==> src/rtl/esp32_osd_writer.sv <==
// Purpose: arbitrates host random-access writes, cursor-stream writes and block fills onto one OSD buffer write port; optional power-on clear under ESP32_OSD_WRITER_CLEAR_ON_RESET_EN.
// Latency: every accepted byte appears on wr_en/wr_addr/wr_data exactly one cycle after acceptance; fills write one byte per cycle with no gaps.
// Backpressure: host_ack/str_ready are low while a fill or the power-on clear owns the port; unacked host/stream requests must hold.
module esp32_osd_writer (
  input  logic        clk_sys,
  input  logic        rst_n,
  input  logic        host_req,
  input  logic [11:0] host_addr,
  input  logic [7:0]  host_data,
  output logic        host_ack,
  input  logic        str_valid,
  input  logic [7:0]  str_data,
  output logic        str_ready,
  input  logic        cur_load,
  input  logic [11:0] cur_addr,
  output logic [11:0] cursor,
  input  logic        fill_start,
  input  logic [11:0] fill_base,
  input  logic [12:0] fill_len,
  input  logic [7:0]  fill_data,
  output logic        fill_busy,
  output logic        fill_done,
  output logic [11:0] wr_addr,
  output logic [7:0]  wr_data,
  output logic        wr_en
);

`ifdef ESP32_OSD_WRITER_CLEAR_ON_RESET_EN
  typedef enum logic [1:0] {IDLE, FILL, INIT} state_t;
  localparam state_t RESET_STATE = INIT;
`else
  typedef enum logic [0:0] {IDLE, FILL} state_t;
  localparam state_t RESET_STATE = IDLE;
`endif

  state_t      state, state_d;
  logic        last_str, last_str_d;   // 1 = stream was granted most recently
  logic [12:0] fill_cnt, cnt_d;        // FILL: writes still to issue; INIT: writes issued
  logic [11:0] fill_addr, addr_d;
  logic [7:0]  fill_dat, dat_d;
  logic        issue, issue_fill, done_d;
  logic [11:0] issue_addr;
  logic [7:0]  issue_data;
  logic [12:0] len_clamped;
  logic        str_pend, grant_host, grant_str;

  assign len_clamped = (fill_len > 13'd4096) ? 13'd4096 : fill_len;
  // A cursor load steals the stream's slot for this cycle only.
  assign str_pend    = str_valid & ~cur_load;
  assign grant_host  = host_req & (~str_pend | last_str);
  assign grant_str   = str_pend & ~grant_host;

  // Next-state, arbitration and write-issue selection.
  always_comb begin
    state_d    = state;
    last_str_d = last_str;
    cnt_d      = fill_cnt;
    addr_d     = fill_addr;
    dat_d      = fill_dat;
    issue      = 1'b0;
    issue_fill = 1'b0;
    issue_addr = '0;
    issue_data = '0;
    done_d     = 1'b0;
    host_ack   = 1'b0;
    str_ready  = 1'b0;
    case (state)
      IDLE: begin
        if (fill_start) begin
          if (len_clamped == 13'd0) begin
            done_d = 1'b1;
          end else begin
            issue      = 1'b1;
            issue_fill = 1'b1;
            issue_addr = fill_base;
            issue_data = fill_data;
            addr_d     = fill_base + 12'd1;
            dat_d      = fill_data;
            cnt_d      = len_clamped - 13'd1;
            state_d    = FILL;
          end
        end else if (grant_host) begin
          host_ack   = 1'b1;
          issue      = 1'b1;
          issue_addr = host_addr;
          issue_data = host_data;
          last_str_d = 1'b0;
        end else if (grant_str) begin
          str_ready  = 1'b1;
          issue      = 1'b1;
          issue_addr = cursor;
          issue_data = str_data;
          last_str_d = 1'b1;
        end
      end
      FILL: begin
        if (fill_cnt != 13'd0) begin
          issue      = 1'b1;
          issue_fill = 1'b1;
          issue_addr = fill_addr;
          issue_data = fill_dat;
          addr_d     = fill_addr + 12'd1;
          cnt_d      = fill_cnt - 13'd1;
        end else begin
          // Last fill byte is on the port now; done lands the cycle after it.
          done_d  = 1'b1;
          state_d = IDLE;
        end
      end
`ifdef ESP32_OSD_WRITER_CLEAR_ON_RESET_EN
      INIT: begin
        if (fill_cnt != 13'd4096) begin
          issue      = 1'b1;
          issue_fill = 1'b1;
          issue_addr = fill_cnt[11:0];
          issue_data = 8'h20;
          cnt_d      = fill_cnt + 13'd1;
        end else begin
          // Power-on clear finishes silently: no fill_done pulse.
          cnt_d   = 13'd0;
          state_d = IDLE;
        end
      end
`endif
      default: state_d = IDLE;
    endcase
  end

  // Control state, arbitration pointer and latched fill parameters.
  always_ff @(posedge clk_sys or negedge rst_n) begin
    if (!rst_n) begin
      state     <= RESET_STATE;
      last_str  <= 1'b1;
      fill_cnt  <= '0;
      fill_addr <= '0;
      fill_dat  <= '0;
    end else begin
      state     <= state_d;
      last_str  <= last_str_d;
      fill_cnt  <= cnt_d;
      fill_addr <= addr_d;
      fill_dat  <= dat_d;
    end
  end

  // Registered buffer write port plus fill status flags.
  always_ff @(posedge clk_sys or negedge rst_n) begin
    if (!rst_n) begin
      wr_en     <= 1'b0;
      wr_addr   <= '0;
      wr_data   <= '0;
      fill_busy <= 1'b0;
      fill_done <= 1'b0;
    end else begin
      wr_en     <= issue;
      fill_busy <= issue_fill;
      fill_done <= done_d;
      if (issue) begin
        wr_addr <= issue_addr;
        wr_data <= issue_data;
      end
    end
  end

  // Stream cursor: explicit load wins, otherwise advance on each accepted byte.
  always_ff @(posedge clk_sys or negedge rst_n) begin
    if (!rst_n) begin
      cursor <= '0;
    end else if (cur_load) begin
      cursor <= cur_addr;
    end else if (str_ready) begin
      cursor <= cursor + 12'd1;
    end
  end

endmodule

==> config.mk <==
export PLATFORM = sky130hd
export DESIGN_NAME = esp32_osd_writer
export DESIGN_NICKNAME = d
export VERILOG_FILES = /design/src/rtl/esp32_osd_writer.sv
export SDC_FILE = /design/constraint.sdc
export NUM_CORES = 1
export LEC_CHECK = 0
export ABC_AREA = 1
export BUFFER_PORTS_ARGS = -buffer_cell sky130_fd_sc_hd__buf_2
export CAP_MARGIN = 20
export CORE_ASPECT_RATIO = 1.2
export CORE_MARGIN = 5
export CORE_UTILIZATION = 42
export CTS_CLUSTER_DIAMETER = 50
export DETAILED_ROUTE_END_ITERATION = 7
export GPL_TIMING_DRIVEN = 0
export HOLD_SLACK_MARGIN = 0.06
export PLACE_DENSITY = 0.73
export SLEW_MARGIN = 30
export SYNTH_ARGS = -nofsm -noshare
export SYNTH_HDL_FRONTEND = slang
export SYNTH_SLANG_ARGS = --single-unit
==> constraint.sdc <==
create_clock -name clk_sys -period 3.2 [get_ports clk_sys]
set_input_delay 0.32 -clock clk_sys [delete_from_list [all_inputs] [get_ports clk_sys]]
set_output_delay 0.32 -clock clk_sys [all_outputs]
set_load 0.05 [all_outputs]
# --- Word-level counts from Yosys, hierarchy flattened ---
# Index checks and enable logic that the tools add are counted.
word_totals:
  inputBits: 79
  wordCells: 79
  reg_bits: 69
  output_inout_bits: 37
op_classes:
  muxes: 43
  bitwise: 10
  reduce_logical: 7
  n_addsub: 5
  eq_ne: 3
  n_lt_le_gt_ge: 1
op_table:
  columns: ["cell", "n"]
  rows:
  - ["2-to-1 mux 12 bit", 10]
  - ["2-to-1 mux 13 bit", 4]
  - ["one-hot mux 12 bit (2 select lines)", 2]
  - ["2-to-1 mux 8 bit", 5]
  - ["adder 12 x 1 -> 12 bit, second input constant", 3]
  - ["one-hot mux 13 bit (2 select lines)", 1]
  - ["subtractor 13 x 1 -> 13 bit, second input constant", 2]
  - ["2-to-1 mux 1 bit", 17]
  - ["one-hot mux 8 bit (2 select lines)", 1]
  - ["> comparator 13 bit, second input constant", 1]
  - ["logical NOT 13 bit", 1]
  - ["nonzero test 13 bit", 1]
  - ["AND reduction 3 bit", 3]
  - ["inverter 1 bit", 6]
  - ["one-hot mux 1 bit (2 select lines)", 3]
  - ["!= test 2 bit, second input constant", 2]
  - ["nonzero test 2 bit", 2]
  - ["AND 1 bit", 3]
  - ["!= test 2 x 1 -> 1 bit, second input constant", 1]
  - ["OR 1 bit", 1]

# --- Logic depth before layout (Yosys ltp) ---
# Gate-level depths: netlist of the first run.
depth:
  word_depth: 13
  mapped_depth: 15
  ltp_nobuf: 14

# --- Worst setup path after synthesis of the first run ---
# No wires, ideal clock.
synth_path:
  path_type: "flip-flop to flip-flop"
  startpoint: "register cursor[0]"
  endpoint: "register cursor[8]"
  path_buffers: 0
  t_arrival_ps: 2008
  setup_slack_ps: 1074
  t_required_ps: 3082
  stages_incl_launch_ff: 10
  period_less_slack_ps: 2126
  path_cell_list: "dfrtp_1 -> ha_1 -> nand4_1 -> or2_2 -> nor2_1 -> nand2_1 -> xor2_1 -> a21oi_1 -> a21oi_1 -> inv_1"
synth_via:
  elab_chain_len: 3
synth_lines:
  columns: ["element", "line", "source"]
  rows:
  - ["start, declared", "16", "output logic [11:0] cursor,"]
  - ["start signal, assigned", "170", "cursor <= cur_addr;"]
  - ["start signal, assigned", "172", "cursor <= cursor + 12'd1;"]
  - ["adder 12 x 1 -> 12 bit", "172", null]
  - ["2-to-1 mux 12 bit", "171", "end else if (str_ready) begin"]
  - ["2-to-1 mux 12 bit", "169", "end else if (cur_load) begin"]
# No other way between the ends. The select of a mux whose other input is x is not followed.
# A chain may end at the register's enable or synchronous reset.

==> results of run 1 <==
cell type report:
| class | instances | area share (%) |
|---|---|---|
| clock buffers | 10 | 4.312 |
| clock inverters | 6 | 1.987 |
| plain buffers | 24 | 3.387 |
| inverters | 68 | 4.606 |
| well taps | 129 | 2.913 |
| multi-input cells | 439 | 40.51 |
| flip-flops and latches | 69 | 31.18 |
| repair buffers | 117 | 11.11 |
logic make-up (layout without fill, tap and decap cells):
| family | count (synthesis) | after routing | synth area share, % |
|---|---|---|---|
| simple gates | 306 | 306 | 30.97 |
| compound gates | 120 | 120 | 17.03 |
| buf+inv | 92 | 225 | 10.03 |
| flops | 69 | 69 | 39.13 |
| xor+xnor | 10 | 10 | 1.984 |
| fa+ha+maj | 3 | 3 | 0.8502 |
synthesized netlist by cell type (7+ instances only):
| cell | n | area (um2) |
|---|---|---|
| o22ai_1 | 7 | 43.79 |
| nor2_1 | 57 | 214.0 |
| a31oi_1 | 9 | 56.30 |
| o21ai_0 | 34 | 170.2 |
| buf_6 | 9 | 101.4 |
| dfrtp_1 | 68 | 1702 |
| inv_1 | 62 | 232.7 |
| a21oi_1 | 17 | 85.08 |
| nand3_1 | 50 | 250.2 |
| xor2_1 | 8 | 70.07 |
| o21ai_1 | 14 | 70.07 |
| nand2_1 | 161 | 604.3 |
| a22oi_1 | 9 | 67.56 |
| o211ai_1 | 11 | 82.58 |
power groups by stage:
stage | Combinational (uW) | Sequential [uW] | Clock, uW
after floorplan | 80.2 | 980 | 0
after global placement | 238 | 931 | 0
after detailed placement | 246 | 932 | 0
after CTS | 250 | 916 | 1180
after global routing | 273 | 921 | 1220
final | 248 | 917 | 1160
worst min path at each step:
stage                                  startpoint                       to  slack (ns)  depth (start not counted)
after floorplan                             rst_n    cursor[0]$_DFFE_PN0P_        0.02                          0
after global placement    fill_dat[7]$_DFFE_PN0P_  fill_dat[7]$_DFFE_PN0P_        0.46                          2
after CTS                            fill_data[7]  fill_dat[7]$_DFFE_PN0P_        0.19                          3
final                                fill_data[7]  fill_dat[7]$_DFFE_PN0P_        0.20                          3
after detailed placement                    rst_n   wr_data[2]$_DFFE_PN0P_        0.25                          1
after global routing                 fill_data[7]  fill_dat[7]$_DFFE_PN0P_        0.21                          3
sequential cells by signal, indices dropped and copies added, names as in the netlist:
name       flops
fill_done      1
fill_busy      1
fill_cnt      13
wr_data        8
fill_dat       8
fill_addr     12
wr_en          1
last_str       1
wr_addr       12
cursor        12
per-layer routing:
metal / vias up / track usage (%) / routed length (um)
met5: - / 0 / 0
met4: 0 / 9.926 / 317
met3: 22 / 5.155 / 832
met2: 152 / 37.16 / 6667
met1: 2126 / 24.43 / 5403
li1: 2253 / - / -
stage by stage:
step	instance area (um2)	hold slack (ns)
floorplan	4415	0.02441
global placement	5152	0.4630
detailed placement	5182	0.2530
CTS	5542	0.1893
global route	5542	0.2051
finish	5542	0.1969
repair_timing:
item	in CTS	in global routing
hold endpoints to repair	24	0
hold buffers	1	0
endpoints found under the setup margin	0	0
buffers inserted	0	0
worst max-delay path: stages (launching register included):
cell and delay (ns):
dfrtp_1 0.38, buf_6 0.15, nor2_1 0.24, inv_1 0.19
nor2_1 0.33, buf_4 0.25, buf_2 0.28
==> results_dict.tcl, run 1 <==
set metrics [dict create \
    overflow 0 \
    coreArea_um2 10410 \
    regArea_um2 1728 \
    rrSetupSlack_ns 1.12 \
    yosys_warnings 0 \
    synth_seq_cells 69 \
    crit_start "fill_busy$_DFF_PN0_" \
    drv_slew 0 \
    swShare_pct 24.54 \
    htreeDepth 3 \
    pwr-share-clk_pct 50.0 \
    ant_nets 0 \
    syn2layout_area_growth_pct 25.50 \
    num_vias 4553 \
    drt-total-wl_mm 13.22 \
    reg2regPathDepth 9 \
    final_cell_mix "161 x nand2_1, 120 x buf_2, 68 x dfrtp_1, 62 x inv_1, 57 x nor2_1" \
    drv_cap 0 \
    power_frac_seq_pct 39.4 \
    syn-num-nets 682 \
    syn_area_um2 4415 \
    fp-row-count 41 \
    pwr-share-comb_pct 10.7 \
    final_cells 862 \
    synth_area_per_cell_um2 7.359 \
    viasPerCell 5.282 \
    yosys.cell_types.count 49 \
    hpwl_mm 10.24 \
    worstSetupPathType "reg -> out" \
    grt_pass1_wl_mm 21.79 \
    crit_end "host_ack" \
    die_area_um2 12670 \
    cts.clk_slew.worst_paths_ns 0.06 \
    power.density_nw_per_um2 420.0 \
    pre_cts_ws_ns 1.071 \
    rsz0062_at_grt "false" \
    crit_required_ns 2.88 \
    io_pins 116 \
    r2r-start "fill_busy$_DFF_PN0_" \
    cts-root-buf "clkbuf_16" \
    crit_fanout 10 \
    ys.flop_type "dfrtp_1" \
    place.gp.congestion 0.8956 \
    synthArstFlopShare_pct 100.0 \
    synth_edf_count 0 \
    cts_tree "built" \
    grt_max_degree 46 \
    rr_endpoint "wr_addr[5]$_DFFE_PN0P_" \
    insertion_delay_ns 0.34 \
    cts_sinks 69 \
    worstMarginPinSlew_ns 0.5431 \
    post_cts_resized 0 \
    finalPower_uw 2328 \
    yosysSeqAreaShare_pct 39.13 \
    final_util_pct 53.21 \
    cp-start-kind "flip-flop" \
    dp.cells 845 \
    fmax_ghz 0.4036 \
    portBuffers 115 \
    fin_tns_setup_ns 0 \
    dr.pass1.iters 5 \
    drive_gt1_share_pct 25.51 \
    drt-initial-drc-count 163 \
    relSlewSlack_pct 63.80 \
    synth_cells 600 \
    p_leak_uw 0.002761 \
    setup_slack_ns 0.7224 \
    num-fill-cells 988 \
    drc 0 \
    min_period_over_period_pct 77.42 \
    n_antenna_cell 0 \
    grt_usage_pct 21.21 \
    die_h_um 122.3 \
    multi_input_area_um2 2245 \
    setup_violations 0 \
    vdd_drop_max_mv 0.2192 \
    final_common_cell "nand2_1" \
    max-clock-path-buffers 2 \
    hold_path_class "in -> reg" \
    fin_crit_ns 2.478 \
    status "finished, final reports clean" \
    p_sw_uw 571.1 \
    p_int_uw 1757 \
    cts_buffers 9 \
    cp.arrival_ns 2.16 \
    fin_skew_ns 0.006296 \
    initial_core_util_pct 42.40 \
    first_global_vias 4542 \
    final_nets 810 \
    finalHoldViolations 0 \
    chipWidth_um 103.6 \
    critPathCaptureType "primary output" \
    wire_per_inst_um 15.34 \
    antenna_found_initial 0 \
]
Note: power is estimated with default switching activity, not from simulation.
==> inputs of run 2 (changes only) <==
--- a/config.mk
+++ b/config.mk
@@ -5,7 +5,7 @@
 export SDC_FILE = /design/constraint.sdc
 export NUM_CORES = 1
 export LEC_CHECK = 0
-export ABC_AREA = 1
+export ABC_AREA = 0
 export BUFFER_PORTS_ARGS = -buffer_cell sky130_fd_sc_hd__buf_2
 export CAP_MARGIN = 20
 export CORE_ASPECT_RATIO = 1.2
@@ -15,7 +15,7 @@
 export DETAILED_ROUTE_END_ITERATION = 7
 export GPL_TIMING_DRIVEN = 0
 export HOLD_SLACK_MARGIN = 0.06
-export PLACE_DENSITY = 0.73
+export PLACE_DENSITY = 0.74
 export SLEW_MARGIN = 30
 export SYNTH_ARGS = -nofsm -noshare
 export SYNTH_HDL_FRONTEND = slang
==> constraint.sdc (replaced) <==
create_clock -name clk_sys -period 2.4 [get_ports clk_sys]
set_input_delay 0.24 -clock clk_sys [delete_from_list [all_inputs] [get_ports clk_sys]]
set_output_delay 0.24 -clock clk_sys [all_outputs]
set_load 0.05 [all_outputs]
==> run 2 against run 1 <==
  * The run now ends with setup timing left
  * Register-to-register slack lost 1.3 ns
  * Critical path depth is 7 higher
  * Sequential share of layout area up 0.63 points
  * Combinational power rose to 10 times the previous value
  * Non-clock buffer count grew 18
  * Global-route usage grew 1.7 points
  * Sequential power rose by 120%
  * Area after synthesis decreased by 8.7%
  * Utilization grew 4.2 points
  * Power rose to 2.6 times the previous value
  * Synthesized cell count decreased by 23%
  * Critical endpoint is now fill_cnt[12]$_DFFE_PN0P_
==> results_dict.tcl, run 2 <==
set metrics [dict create \
    r2r-start "fill_busy$_DFF_PN0_" \
    viasPerCell 5.898 \
    violations "setup timing" \
    setup_slack_ns -0.1370 \
    synthTopCellsByCount "82 x nand2_1, 68 x dfrtp_1, 38 x nand3_1, 32 x o21ai_0, 24 x a21oi_1" \
    holdPathStages 3 \
    cts.clk_slew.worst_paths_ns 0.06 \
    crit_required_ns 2.61 \
    num-fill-cells 852 \
    crit_chain "buf_6 > buf_8 > buf_8 > and2_4 > a31oi_4 > ha_4 > inv_2 > a221o_2 > buf_6 > nor3_4 > nand3_2 > a311oi_1 > a221oi_2" \
    synth_top_family_by_area "compound AO/OA/AOI/OAI gates" \
    drive_gt1_share_pct 32.18 \
    chipWidth_um 99.42 \
    final_cells 732 \
    htreeDepth 3 \
    synthArstFlopShare_pct 100.0 \
    syn_area_um2 4030 \
    relSlewSlack_pct 52.68 \
    fin_skew_ns 0.008761 \
    crit_start "fill_busy$_DFF_PN0_" \
    cts-root-buf "clkbuf_16" \
    max-clock-path-buffers 2 \
    p_leak_uw 0.002452 \
    rr_endpoint "fill_cnt[12]$_DFFE_PN0P_" \
    synth_cells 464 \
    fmax_ghz 0.3942 \
    die_h_um 117.3 \
    synth_area_leaders "dfrtp_1 42%, nand2_1 7.6%, a222oi_1 4.7%, nand3_1 4.7%, o21ai_0 4.0%" \
    ant_nets 0 \
    setup_violations 8 \
    cp.arrival_ns 2.75 \
    drt-initial-drc-count 463 \
    die_area_um2 11660 \
    min_period_over_period_pct 105.7 \
    synthMuxAreaShare_pct 1.614 \
    cp_slowest_stage_delay_ns 0.41 \
    final_util_pct 57.41 \
    final_cell_mix "123 x buf_2, 82 x nand2_1, 67 x dfrtp_1, 35 x nand3_1, 30 x o21ai_0" \
    insertion_delay_ns 0.34 \
    coreArea_um2 9467 \
    worstMarginPinSlew_ns 0.7051 \
    ys.flop_type "dfrtp_1" \
    crit_slowest_cell "dfrtp_2" \
    hpwl_mm 9.919 \
    holdPathEnd "cursor[0]$_DFFE_PN0P_" \
    hp-start "cur_addr[0]" \
    pre_cts_ws_ns -0.5329 \
    n_antenna_cell 0 \
    drv_cap 0 \
    power.density_nw_per_um2 1097 \
    final_common_cell "buf_2" \
    largest_reg_flops 13 \
    fp-row-count 39 \
    cts_buffers 9 \
    synth_edf_count 0 \
    synth_top_area_share_pct 42.22 \
    finalHoldViolations 0 \
    grt_max_degree 43 \
    cts_sinks 69 \
    dp.cells 703 \
    cp_top_family "compound AO/OA/AOI/OAI gates" \
    yosys_warnings 0 \
    critPathCaptureType "flip-flop" \
    wire_per_inst_um 18.60 \
    syn-num-nets 546 \
    final_area_um2 5435 \
    cts_tree "built" \
    place_area_um2 4823 \
    num_vias 4317 \
    grt_pass1_wl_mm 21.47 \
    yosys.cell_types.count 56 \
    reg2regPathDepth 13 \
    drv_slew 0 \
    hold_path_class "in -> reg" \
    antenna_found_initial 0 \
    overflow 0 \
    drt-total-wl_mm 13.62 \
    cp-start-kind "flip-flop" \
    crit_fanout 4 \
    largest_register "fill_cnt" \
    synth_xor_area_share_pct 4.564 \
    final_nets 686 \
    worstSetupPathType "reg -> reg" \
    dr.pass1.iters 6 \
    place.gp.congestion 0.8888 \
    fin_crit_ns 2.537 \
    portBuffers 115 \
    holdWs_ns 0.1087 \
    first_global_vias 4337 \
    io_pins 116 \
    yosys.area.top_type "dfrtp_1" \
    synth.most_common_cell "nand2_1" \
    yosysSeqAreaShare_pct 42.87 \
    synth_seq_cells 69 \
    synth-adder-area-share_pct 0.9314 \
    vdd_drop_max_mv 0.5528 \
    rsz0062_at_grt "true" \
    rrSetupSlack_ns -0.14 \
    status "finished, violations left" \
    drc 0 \
    synth-simple-area-share_pct 21.89 \
    grt_usage_pct 22.96 \
    synth_area_per_cell_um2 8.686 \
    synth_compound_area_share_pct 23.63 \
    initial_core_util_pct 42.57 \
    syn2layout_area_growth_pct 34.86 \
    crit_buf_inv 5 \
]
[run 2: cell types whose count changed in the layout (fill, tap and decap cells not counted), moves of 9 or more]
cell	before	now
nor2_1	57	18
o21ai_1	14	4
a222oi_1	0	19
nand2_1	161	82
nand3_1	50	35
and3_1	0	9
o211ai_1	11	2
inv_1	62	13
[run 2: logic make-up (layout without fill, tap and decap cells)]
group,after synthesis,in the layout
AO/OA/AOI/OAI,136,136
adder cells (fa/ha/maj),3,3
XOR/XNOR,21,21
multiplexers,6,6
flip-flops,69,69
buffers and inverters,45,190
AND/OR/NAND/NOR,184,184
[run 2: tightest hold or removal path: cells and delay by family]
family                 cells  cell delay, ns
and+or+nand+nor            2            0.09
buffers and inverters      1            0.08
[run 2: how the worst max path moves through the flow]
stage,slack [ns],to,depth (start not counted)
2_1_floorplan,-0.23,fill_cnt[12]$_DFFE_PN0P_,12
3_3_place_gp,-0.42,fill_cnt[12]$_DFFE_PN0P_,11
3_5_place_dp,-0.53,fill_cnt[12]$_DFFE_PN0P_,11
4_1_cts,-0.20,fill_cnt[12]$_DFFE_PN0P_,13
5_1_grt,-0.21,fill_cnt[12]$_DFFE_PN0P_,13
6_report,-0.14,fill_cnt[12]$_DFFE_PN0P_,13
[run 2: power breakdown]
group          internal [uW]  leakage (uW)  switching, uW
registers               1600      0.000803            441
logic                    904       0.00149           1580
clock network            935      0.000158            509
total                   3440       0.00245           2530
[run 2: per-layer routing]
layer | GRT usage [%] | wire length [um] | vias to the layer above
met1 | 27.78 | 5247 | 2044
met5 | 0 | 0 | -
met4 | 9.308 | 400 | 0
li1 | - | - | 2012
met2 | 38.70 | 6899 | 219
met3 | 5.641 | 1071 | 42
[run 2: metrics by stage]
stage / setup TNS, ns / power (uW)
3_3_place_gp: -1.643 / 4169
6_report: -0.4203 / 5962
4_1_cts: -0.5450 / 5882
3_5_place_dp: -2.283 / 4276
2_1_floorplan: -0.5881 / 3614
5_1_grt: -3.798 / 6292
[run 2: timing repair]
action,in CTS,in global routing
endpoints found under the hold margin,27,0
buffers inserted,11,3
gates cloned,0,0
gates resized for setup,28,19
pin swaps,10,12
setup endpoints to repair,14,33
hold buffers,1,0
[run 2: layout make-up]
class | instances | area (um2) | share of cell area, %
Buffer | 28 | 162.7 | 2.993
Clock buffer | 10 | 239.0 | 4.397
Clock inverter | 6 | 86.33 | 1.588
Inverter | 15 | 56.30 | 1.036
Multi-Input combinational cell | 350 | 2272 | 41.80
Sequential cell | 69 | 1729 | 31.81
Tap cell | 123 | 153.9 | 2.832
Timing Repair Buffer | 131 | 735.7 | 13.54
==> inputs of run 3 (changes only) <==
--- a/config.mk
+++ b/config.mk
@@ -16,6 +16,7 @@
 export GPL_TIMING_DRIVEN = 0
 export HOLD_SLACK_MARGIN = 0.06
 export PLACE_DENSITY = 0.74
+export SETUP_SLACK_MARGIN = 0.5
 export SLEW_MARGIN = 30
 export SYNTH_ARGS = -nofsm -noshare
 export SYNTH_HDL_FRONTEND = slang
==> run 3 against run 2 <==
  * Worst hold slack worse by 0.0056 ns
  * Sequential share of layout area is 4.4 points lower
  * Critical endpoint unchanged
  * Global-route usage is 2.3 points higher
  * The run still ends with setup timing left
  * Cell count is 6.3% higher
==> results_dict.tcl, run 3 (same netlist as run 2, synthesis figures left out) <==
set metrics [dict create \
    status "finished, violations left" \
    violations "setup timing" \
    critPathCaptureType "flip-flop" \
    pwr-share-clk_pct 21.8 \
    largest_reg_flops 13 \
    worstSetupPathType "reg -> reg" \
    relSlewSlack_pct 51.75 \
    cts_buffers 9 \
    place.gp.congestion 0.9093 \
    insertion_delay_ns 0.34 \
    hold_path_class "in -> reg" \
    ant_nets 0 \
    pwr-share-comb_pct 46.1 \
    initial_core_util_pct 42.57 \
    drv_cap 0 \
    htreeDepth 3 \
    drc 0 \
    drive_gt1_share_pct 43.05 \
    max-clock-path-buffers 2 \
    drv_slew 0 \
    place_area_um2 4886 \
    die_h_um 117.3 \
    p_leak_uw 0.002854 \
    overflow 0 \
    cts.clk_slew.worst_paths_ns 0.06 \
    viasPerCell 6.156 \
    cts_sinks 69 \
    cts-root-buf "clkbuf_16" \
    fin_crit_ns 2.551 \
    num_vias 4789 \
    n_antenna_cell 0 \
    crit_required_ns 2.64 \
    grt_pass1_wl_mm 23.94 \
    fp-row-count 39 \
    final_common_cell "buf_2" \
    power.density_nw_per_um2 1033 \
    die_area_um2 11660 \
    reg2regPathDepth 12 \
    pre_cts_ws_ns -0.4564 \
    cp-start-kind "flip-flop" \
    final_nets 732 \
    swShare_pct 43.22 \
    drt-total-wl_mm 16.01 \
    fin_skew_ns 0.008153 \
    setup_slack_ns -0.1512 \
    largest_register "fill_cnt" \
    final_cell_mix "113 x buf_2, 77 x nand2_1, 65 x dfrtp_1, 36 x buf_4, 32 x nand3_1" \
    min_period_over_period_pct 106.3 \
    portBuffers 115 \
    fmax_ghz 0.3920 \
    grt_usage_pct 25.30 \
    p_sw_uw 2823 \
    antenna_found_initial 0 \
    coreArea_um2 9467 \
    cp.arrival_ns 2.79 \
    finalHoldViolations 0 \
    p_int_uw 3708 \
    power_frac_seq_pct 32.1 \
    vdd_drop_max_mv 0.5909 \
    cts_tree "built" \
    worstMarginPinSlew_ns 0.7238 \
    setup_violations 5 \
    syn2layout_area_growth_pct 56.94 \
    wire_per_inst_um 20.58 \
    final_area_um2 6325 \
    chipWidth_um 99.42 \
    hpwl_mm 9.670 \
    grt_max_degree 49 \
    drt-initial-drc-count 507 \
    rsz0062_at_grt "true" \
    first_global_vias 4707 \
    crit_fanout 4 \
    io_pins 116 \
    final_util_pct 66.81 \
    dr.pass1.iters 7 \
    holdPathStages 3 \
]
## run 3: changes by cell type in the layout (fill, tap and decap cells not counted), sizes merged
| cell | previous run | this run |
|---|---|---|
| buf | 145 | 189 |
| clkbuf | 23 | 27 |
| clkinv | 3 | 1 |
## run 3: repair_timing
action | in CTS | in global routing
hold endpoints to repair | 21 | 0
cloned | 7 | 0
hold buffers | 1 | 0
pin swaps | 34 | 32
setup endpoints to repair | 51 | 64
buffers inserted | 31 | 20
gates resized for setup | 93 | 74
## run 3: worst paths after layout
path	from	to	slack (ns)
setup reg to reg	fill_busy$_DFF_PN0_	fill_cnt[12]$_DFFE_PN0P_	-0.15
hold reg to reg	wr_addr[0]$_DFFE_PN0P_	wr_addr[0]$_DFFE_PN0P_	0.47
hold / removal	cur_addr[0]	cursor[0]$_DFFE_PN0P_	0.10
setup / recovery	fill_busy$_DFF_PN0_	fill_cnt[12]$_DFFE_PN0P_	-0.15
min in group asynchronous	rst_n	wr_data[2]$_DFFE_PN0P_	0.35
max in group asynchronous	rst_n	last_str$_DFFE_PN1P_	1.46
## run 3: area by class of cell
| type | instances | area (um2) |
|---|---|---|
| clock buffer | 12 | 236.5 |
| sequential | 69 | 1732 |
| tap | 123 | 153.9 |
| clock inverter | 4 | 72.57 |
| timing repair buffer | 175 | 1209 |
| multi-input combinational | 350 | 2552 |
| inverter | 15 | 58.81 |
| fill | 697 | 3142 |
| buffer | 30 | 310.3 |
## run 3: power groups by stage
stage | registers, uW | clock network (uW) | logic, uW
2_1_floorplan | 2530 | 0 | 1110
3_3_place_gp | 2010 | 0 | 2190
4_1_cts | 2040 | 1420 | 2710
3_5_place_dp | 2040 | 0 | 2250
5_1_grt | 2140 | 1480 | 3190
6_report | 2100 | 1420 | 3010
## run 3: metrics by stage
stage / total power [uW] / hold WS [ns] / TNS [ns] / cells
2_1_floorplan: 3644 / -0.05559 / -0.5048 / 464
3_3_place_gp: 4206 / 0.4450 / -1.151 / 702
3_5_place_dp: 4291 / 0.1624 / -1.432 / 703
4_1_cts: 6176 / 0.1022 / -0.2637 / 758
5_1_grt: 6813 / 0.1173 / -0.8373 / 778
6_report: 6530 / 0.1031 / -0.3897 / 778
## run 3: routing by layer
metal / part of all wire (%) / track usage, % / routed length [um]
met2: 51 / 42.86 / 8099
met1: 36 / 31.20 / 5789
met5: 0 / 0 / 0
met4: 4.3 / 9.479 / 695
met3: 8.9 / 5.582 / 1424
## run 3: worst max-delay path: stages (launching register included)
cell and delay, ns:
dfrtp_2 0.43, buf_6 0.14, buf_8 0.12, buf_8 0.11
and2_4 0.13, a31oi_4 0.18, ha_4 0.17, inv_2 0.03
a221o_2 0.36, nor3_4 0.19, nand3_2 0.14, a21o_1 0.22
a221oi_2 0.25
